### src/rtl/otter_pkg.sv
// Shared types and constants for the OTTER PC sequencing logic.
package otter_pkg;

  typedef enum logic [2:0] {
    ST_INIT  = 3'd0,
    ST_FETCH = 3'd1,
    ST_EXEC  = 3'd2,
    ST_WB    = 3'd3,
    ST_TRAP  = 3'd4
  } state_t;

  typedef enum logic [2:0] {
    OP_SEQ    = 3'd0,
    OP_BRANCH = 3'd1,
    OP_JAL    = 3'd2,
    OP_JALR   = 3'd3,
    OP_LOAD   = 3'd4,
    OP_MRET   = 3'd5
  } op_class_t;

  localparam logic [31:0] PC_INC = 32'd4;

  function automatic logic [31:0] word_align(input logic [31:0] a);
    return a & ~32'd3;
  endfunction

endpackage

### src/rtl/pc_next_mux.sv
// Combinational next-PC selection for the commit cycle; result is always word-aligned.
module pc_next_mux
  import otter_pkg::*;
(
  input  logic [31:0] pc,
  input  logic [2:0]  op_class,
  input  logic        br_taken,
  input  logic        force_seq,
  input  logic [31:0] br_tgt,
  input  logic [31:0] jal_tgt,
  input  logic [31:0] jalr_tgt,
  input  logic [31:0] mepc,
  output logic [31:0] next_pc
);

  logic [31:0] pc_plus4;
  logic [31:0] raw;

  always_comb begin
    pc_plus4 = pc + PC_INC;
    raw      = pc_plus4;
    // Load writeback always advances sequentially; classes 6-7 fall to pc+4.
    if (!force_seq) begin
      case (op_class)
        OP_BRANCH: raw = br_taken ? br_tgt : pc_plus4;
        OP_JAL:    raw = jal_tgt;
        OP_JALR:   raw = jalr_tgt;
        OP_MRET:   raw = mepc;
        default:   raw = pc_plus4;
      endcase
    end
    next_pc = word_align(raw);
  end

endmodule

### src/rtl/pc_sequencer.sv
// Multi-cycle PC sequencer: fetch/exec/writeback FSM with a single-level interrupt trap.
module pc_sequencer
  import otter_pkg::*;
#(
  parameter logic [31:0] RESET_VEC = 32'h0
) (
  input  logic        clk,
  input  logic        pc_rst,
  input  logic [31:0] pc,
  input  logic [2:0]  op_class,
  input  logic        br_taken,
  input  logic [31:0] br_tgt,
  input  logic [31:0] jal_tgt,
  input  logic [31:0] jalr_tgt,
  input  logic        imem_ack,
  input  logic        dmem_ack,
  input  logic        intr,
  input  logic        mie,
  input  logic [31:0] mtvec,
  output logic        pc_write,
  output logic [31:0] pc_din,
  output logic        imem_rd,
  output logic        ir_load,
  output logic        dmem_rd,
  output logic        commit,
  output logic        int_ack,
  output logic [31:0] mepc,
  output logic [2:0]  state
);

  state_t      state_q;
  logic [31:0] mepc_q;
  logic [31:0] next_pc;
  logic        is_load;
  logic        take_int;

  assign is_load  = (op_class == OP_LOAD);
  assign take_int = intr & mie;
  assign state    = state_q;
  assign mepc     = mepc_q;

  pc_next_mux u_next_mux (
    .pc        (pc),
    .op_class  (op_class),
    .br_taken  (br_taken),
    .force_seq (state_q == ST_WB),
    .br_tgt    (br_tgt),
    .jal_tgt   (jal_tgt),
    .jalr_tgt  (jalr_tgt),
    .mepc      (mepc_q),
    .next_pc   (next_pc)
  );

  always_ff @(posedge clk or posedge pc_rst) begin
    if (pc_rst) begin
      state_q <= ST_INIT;
      mepc_q  <= '0;
    end else begin
      case (state_q)
        ST_INIT:  state_q <= ST_FETCH;
        ST_FETCH: if (imem_ack) state_q <= ST_EXEC;
        ST_EXEC: begin
          if (is_load)       state_q <= ST_WB;
          else if (take_int) state_q <= ST_TRAP;
          else               state_q <= ST_FETCH;
        end
        ST_WB: begin
          if (dmem_ack) state_q <= take_int ? ST_TRAP : ST_FETCH;
        end
        ST_TRAP: begin
          // pc already holds the PC written by the preceding commit cycle
          mepc_q  <= pc;
          state_q <= ST_FETCH;
        end
        default:  state_q <= ST_INIT;
      endcase
    end
  end

  always_comb begin
    pc_write = 1'b0;
    pc_din   = '0;
    imem_rd  = 1'b0;
    ir_load  = 1'b0;
    dmem_rd  = 1'b0;
    commit   = 1'b0;
    int_ack  = 1'b0;
    if (!pc_rst) begin
      case (state_q)
        ST_INIT: begin
          pc_write = 1'b1;
          pc_din   = word_align(RESET_VEC);
        end
        ST_FETCH: begin
          imem_rd = 1'b1;
          ir_load = imem_ack;
        end
        ST_EXEC: begin
          if (is_load) begin
            dmem_rd = 1'b1;
          end else begin
            pc_write = 1'b1;
            commit   = 1'b1;
            pc_din   = next_pc;
          end
        end
        ST_WB: begin
          if (dmem_ack) begin
            pc_write = 1'b1;
            commit   = 1'b1;
            pc_din   = next_pc;
          end else begin
            dmem_rd = 1'b1;
          end
        end
        ST_TRAP: begin
          pc_write = 1'b1;
          int_ack  = 1'b1;
          pc_din   = word_align(mtvec);
        end
        default: ;
      endcase
    end
  end

endmodule

### config.mk
export PLATFORM = sky130hd
export DESIGN_NAME = pc_sequencer
export DESIGN_NICKNAME = d
export VERILOG_FILES = /design/src/rtl/otter_pkg.sv /design/src/rtl/pc_next_mux.sv /design/src/rtl/pc_sequencer.sv
export SDC_FILE = /design/constraint.sdc
export NUM_CORES = 1
export LEC_CHECK = 0
export CAP_MARGIN = 15
export CELL_PAD_IN_SITES_DETAIL_PLACEMENT = 0
export CELL_PAD_IN_SITES_GLOBAL_PLACEMENT = 1
export CORE_ASPECT_RATIO = 0.8
export CORE_MARGIN = 3
export CORE_UTILIZATION = 28
export CTS_BUF_LIST = sky130_fd_sc_hd__clkbuf_2
export CTS_CLUSTER_DIAMETER = 30
export DETAILED_ROUTE_END_ITERATION = 12
export PLACE_DENSITY_LB_ADDON = 0.08
export SLEW_MARGIN = 10
export SYNTH_ARGS = -nofsm -noshare
export SYNTH_HDL_FRONTEND = slang
export SYNTH_SLANG_ARGS = --single-unit
### constraint.sdc
create_clock -name clk -period 5.7 [get_ports clk]
set_clock_uncertainty 0.05 [all_clocks]
set_input_delay 1.14 -clock clk [delete_from_list [all_inputs] [get_ports clk]]
set_output_delay 1.14 -clock clk [all_outputs]
set_load 0.03 [all_outputs]
==> results of run 1 <==
[worst paths after layout]
path / startpoint / slack (ps) / to
max reg2reg: state[0] / 3490 / mepc[7]
max: op_class[0] / 580 / pc_din[22]
max in group asynchronous: pc_rst / 3900 / mepc[12]
min: mepc[1] / 480 / mepc[1]
min reg2reg: mepc[1] / 480 / mepc[1]
min in group asynchronous: pc_rst / 1310 / mepc[31]
[critical path, cell delays in order]
cell	delay, ps
clkdlybuf4s50_1	970
nor3b_4	590
a221oi_4	220
nor4_1	270
nor2_1	70
a311oi_1	470
buf_12	180
[cell usage in the layout, fill, tap and decap left out, types with 4 or more instances in the layout]
cell             netlist  final
clkdlybuf4s50_1        0    201
nand2_1               52     52
buf_4                  3     42
o21ai_0               36     36
dfrtp_1               35     35
a22oi_1               34     34
mux2_2                33     33
a22o_1                27     27
a21oi_1               18     18
nor2_1                17     17
nand3_1               12     12
xnor2_1               10     10
o22ai_1                9      9
nor3_1                 9      8
a31oi_1                7      7
nand4_1                7      7
xor2_1                 7      7
clkbuf_2               0      6
nand2b_1               5      5
inv_1                  6      5
and4_1                 5      5
a221oi_1               5      5
a221o_1                5      5
a21o_1                 5      5
and3b_1                4      4
buf_12                 0      4
[cell type report]
type	count	area, sq um
flip-flops and latches	35	876
inverters	7	26.3
clock inverters	2	7.51
multi-input cells	378	2710
repair buffers	247	2410
fillers	1279	6780
clock buffers	6	30.0
well taps	175	219
[logic make-up (layout without fill, tap and decap cells)]
| group | after synthesis | count (layout) | share of synthesized area |
|---|---|---|---|
| compound gates | 175 | 175 | 0.331 |
| fa+ha+maj | 1 | 1 | 0.00328 |
| mux | 36 | 36 | 0.105 |
| other cells | 1 | 2 | 0.000985 |
| simple gates | 147 | 147 | 0.225 |
| buf+inv | 44 | 262 | 0.0657 |
| xor+xnor | 17 | 17 | 0.0391 |
| flops | 35 | 35 | 0.230 |
[where the power goes]
part	internal (mW)	switching (mW)	total (mW)	leakage [nW]
logic	0.472	0.555	1.03	1.88
clock network	0.0295	0.0931	0.123	0.0281
registers	0.333	0.0898	0.422	0.456
[stage by stage]
| stage | instances | power (mW) |
|---|---|---|
| final | 850 | 1.57 |
| after floorplan | 457 | 0.975 |
| after global placement | 842 | 1.45 |
| after global routing | 850 | 1.68 |
| after CTS | 850 | 1.59 |
| after detailed placement | 842 | 1.46 |
[state kept, by name, summed over array words and instances (netlist names)]
signal / flops
mepc: 32
state: 3
[per-layer routing]
layer	global-route usage	vias to the layer above	routed length (um)
met4	0.0496	0	240
li1	-	2205	-
met2	0.376	208	8050
met1	0.319	2233	8260
met5	0	-	0
met3	0.0653	16	1640
==> run metrics, run 1 <==
Worst setup EP type=output port; CTS tree=yes; Core Util, Final=0.481; Vias/cell=between 5 and 6; FFs w/ async S/R, synth=1.00; first-pass iteration count of the detailed router=4; Post-Place Setup Slack=601 ps; hold buffers post-CTS=0; row cnt=37; Worst Setup Start Kind=input pin; vias in the first global route=4730; I/O Buffers=roughly 230; final slew viol count=0; main flop type after synthesis=dfrtp_1; most common cell in the netlist=nand2_1; Post-Syn Instances=between 400 and 500; Max FO, Critical Path=16; # Post-CTS Setup Buffers=0; routed wire length=18200 um; Crit path arrival time=3930 ps; RSZ-0062 raised after global routing=no; global placement routability congestion=around 0.85; wire length per cell=approximately 21 um; WP data required=roughly 4500 ps; Post-synth EDFFs=0; Num Clock Sinks=35; hold path cells=1; H-Tree Depth=2; Max Freq=approximately 200 MHz; hold_ws=between 400 and 500 ps; Overflow after GRT=0; ant diodes=0; Post-Layout Inst Area=between 0.006 and 0.007 sq mm; Power Dens Cells=251 mW/mm^2; area post-placement=between 0.006 and 0.007 sq mm; die width=about 140 um; worst reg-to-reg path cell count=4; layout cell share with drive strength beyond 1=0.160; setup TNS=0 ps; DIE AREA=between 0.015 and 0.02 sq mm; Post-Syn Area per Cell=roughly 8.4 sq um; Max Cap Viol=0; Synth area leader=dfrtp_1; slew margin rel.=0.483; clk_lat worst skew=around 400 ps; Antenna Violating Nets Remaining=0; Final min period=5120 ps; WS Path Type=in -> out; Syn-to-layout area delta=64.7%; Seq/Total Area, Yosys=0.230; worst hold path class=reg -> reg; Via Count=about 4700; # nets final=roughly 850; first-pass GRT wire length=approximately 27000 um; Synth Register Bits=35; Starting Density=0.292; initial antenna violation count=0; Total GRT Usage=0.235; Final Cycle Share=0.897; Final Setup Violations=0; Iteration-0 DRC Markers=248; hpwl dp=approximately 14000 um; Final Hold Viols=0; TritonCTS Buffers=5; IR drop worst, VDD=0.166 mV; Reg clk slew, reported paths=between 150 and 200 ps; area share of the largest cell type after synthesis=0.230; Die Ht=approximately 110 um; Mapped Area=approximately 0.0038 sq mm; YS warnings=0; post_cts resized=0; core footprint=0.0131 sq mm; Netlist cell types=71; Synth top cells by count=52 x nand2_1, 36 x o21ai_0, 35 x dfrtp_1; Clock Tree Buf Depth=2; Area contributors post-synth=dfrtp_1 23%, mux2_2 9.8%, a22oi_1 6.7%; slew of the pin with the lowest slew margin=between 700 and 800 ps; # DRC=0; status=finished clean; final worst slack=slightly below 600 ps; CTS root buffer=clkbuf_2; leak pwr=2.36 nW; I/O pins=around 240; largest net degree at the start of global routing=between 40 and 50
(Power assumes the default switching activity.)
==> inputs of run 2 (changes only) <==
Settings changed: CORE_UTILIZATION 28 to 31, REMOVE_ABC_BUFFERS from default to 1, SYNTH_HIERARCHICAL from default to 1.
==> run metrics, run 2 <==
CP top delay family=simple AND/OR/NAND/NOR gates; RSZ-0062 raised after global routing=no; vias in the first global route=between 5000 and 6000; H-Tree Depth=2; Starting Density=0.325; slew margin rel.=0.371; WS Path Type=in -> out; Global Route met3 Usage=0.0589; die width=around 140 um; ant diodes=0; Final Setup Violations=0; slowest CP cell=clkdlybuf4s50_1; # nets final=roughly 880; area share of the largest cell type after synthesis=0.193; Worst setup EP type=output port; Post-Syn Area per Cell=8.96 sq um; layout cell share with drive strength beyond 1=0.204; Netlist cell types=58; Final Hold Viols=0; Clock Tree Buf Depth=2; number of flip-flops in the largest register=32; grt peak-use layer=met2; commonest non-fill, non-tap cell in the layout=clkdlybuf4s50_1; met2 GRT Util=0.379; I/O pins=about 240; most frequent CP cell=nor2b_4; clk_lat worst skew=approximately 430 ps; I/O Buffers=around 230; Post-Syn Instances=506; initial antenna violation count=0; leak pwr=roughly 2.5 nW; Num Clock Sinks=35; Non-Filler Instances=about 900; core footprint=around 0.014 sq mm; Final Cycle Share=0.857; first-pass iteration count of the detailed router=4; Post-Layout Inst Area=a little under 0.007 sq mm; Total GRT Usage=0.242; Max Cap Viol=0; hold buffers post-CTS=0; commonest non-fill, non-tap cells in the layout=201 x clkdlybuf4s50_1, 53 x a22o_1, 47 x buf_4; YS warnings=6; Die Ht=about 110 um; Crit path arrival time=3690 ps; setup TNS=0 ps; hold_ws=483 ps; Max FO, Critical Path=19; largest net degree at the start of global routing=36; worst-path cell chain=clkdlybuf4s50_1, nor2b_4, nor2b_4, a22oi_1, a21oi_1, o31a_1, nor2_1, nor3_1, buf_12; Reg clk slew, reported paths=roughly 240 ps; Synth area leader=dfrtp_1; worst hold path class=reg -> reg; global placement routability congestion=0.827; Seq/Total Area, Yosys=0.193; status=finished clean; CTS root buffer=clkbuf_2; Overflow after GRT=0; final worst slack=about 800 ps; most common cell in the netlist=a22o_1; post_cts resized=0; first-pass GRT wire length=~31000 um; area of the multi-input gates=between 0.003 and 0.004 sq mm; Power Dens Cells=310 mW/mm^2; Synth Register Bits=35; Synth top cells by count=53 x a22o_1, 40 x nor2_1, 35 x dfrtp_1; cell count after placement=roughly 900; Antenna Violating Nets Remaining=0; CTS tree=yes; Final min period=a little under 5000 ps; Iteration-0 DRC Markers=approximately 260; WP data required=4510 ps; Via Count=a little over 5000; DIE AREA=approximately 0.016 sq mm; slew of the pin with the lowest slew margin=between 900 and 1000 ps; Area contributors post-synth=dfrtp_1 19%, a22o_1 10%, a211oi_2 8.0%; TritonCTS Buffers=5; final slew viol count=0; hpwl dp=around 15000 um; Register Area=approximately 900 sq um; # Post-CTS Setup Buffers=0; Max Freq=about 200 MHz; Layout fillers=1328; highest cell delay on the worst timing path=680 ps; area post-placement=0.00686 sq mm; IR drop worst, VDD=0.176 mV; Post-Place Setup Slack=between 800 and 900 ps; Worst Path Buf+Inv=2; row cnt=38; Syn-to-layout area delta=52.0%; met1 Usage GRT=0.349; main flop type after synthesis=dfrtp_1; Mapped Area=about 0.0045 sq mm; FFs w/ async S/R, synth=1.00; Vias/cell=5.67; routed wire length=between 20000 and 25000 um; wire length per cell=22.7 um; Worst Setup Start Kind=input pin; Post-synth EDFFs=0; # DRC=0
-- run 2: worst register-to-register path: stages, from the launching register on --
cell	delay, ps
dfrtp_1	900
buf_4	420
nor2_1	120
nand2_2	710
mux2_1	400
-- run 2: report_power, final --
group	switching (mW)	internal [mW]
Combinational	0.823	0.668
Sequential	0.138	0.370
Clock	0.109	0.0276
Total	1.07	1.07
-- run 2: layer usage --
metal,routed length [um],share of wire
met1,9250,0.46
met2,9010,0.45
met3,1830,0.091
met4,128,0.0063
met5,0,0
-- run 2: final cells by class --
class / instances / share of cell area
Multi-Input combinational cell: 412 / 0.485
Timing Repair Buffer: 250 / 0.347
Sequential cell: 35 / 0.127
Tap cell: 180 / 0.0327
Clock buffer: 6 / 0.00436
Inverter: 7 / 0.00381
-- run 2: final timing paths --
| kind | end | startpoint | slack, ps | depth (start not counted) |
|---|---|---|---|---|
| min in group asynchronous | mepc[25] | pc_rst | 1280 | 2 |
| worst max-delay path | pc_din[31] | op_class[1] | 820 | 9 |
| worst min-delay path | mepc[0] | mepc[0] | 480 | 1 |
| worst max register to register | mepc[4] | state[0] | 2990 | 4 |
| max in group asynchronous | mepc[6] | pc_rst | 3760 | 2 |
| worst min register to register | mepc[0] | mepc[0] | 480 | 1 |
-- run 2: metrics by stage --
| step | util | power [mW] |
|---|---|---|
| floorplan | - | 1.36 |
| global placement | 0.492 | 1.98 |
| detailed placement | 0.492 | 2.00 |
| CTS | 0.495 | 2.14 |
| global route | 0.495 | 2.26 |
| finish | 0.495 | 2.13 |
-- run 2: kinds of logic (layout without fill, tap and decap cells) --
logic type,count (synthesis),count (layout),share of synthesized area
flops,35,35,0.193
simple gates,181,181,0.292
xor+xnor,27,27,0.0522
compound gates,168,168,0.298
other cells,1,2,0.000827
buf+inv,60,263,0.0787
mux,32,32,0.0795
fa+ha+maj,2,2,0.00552
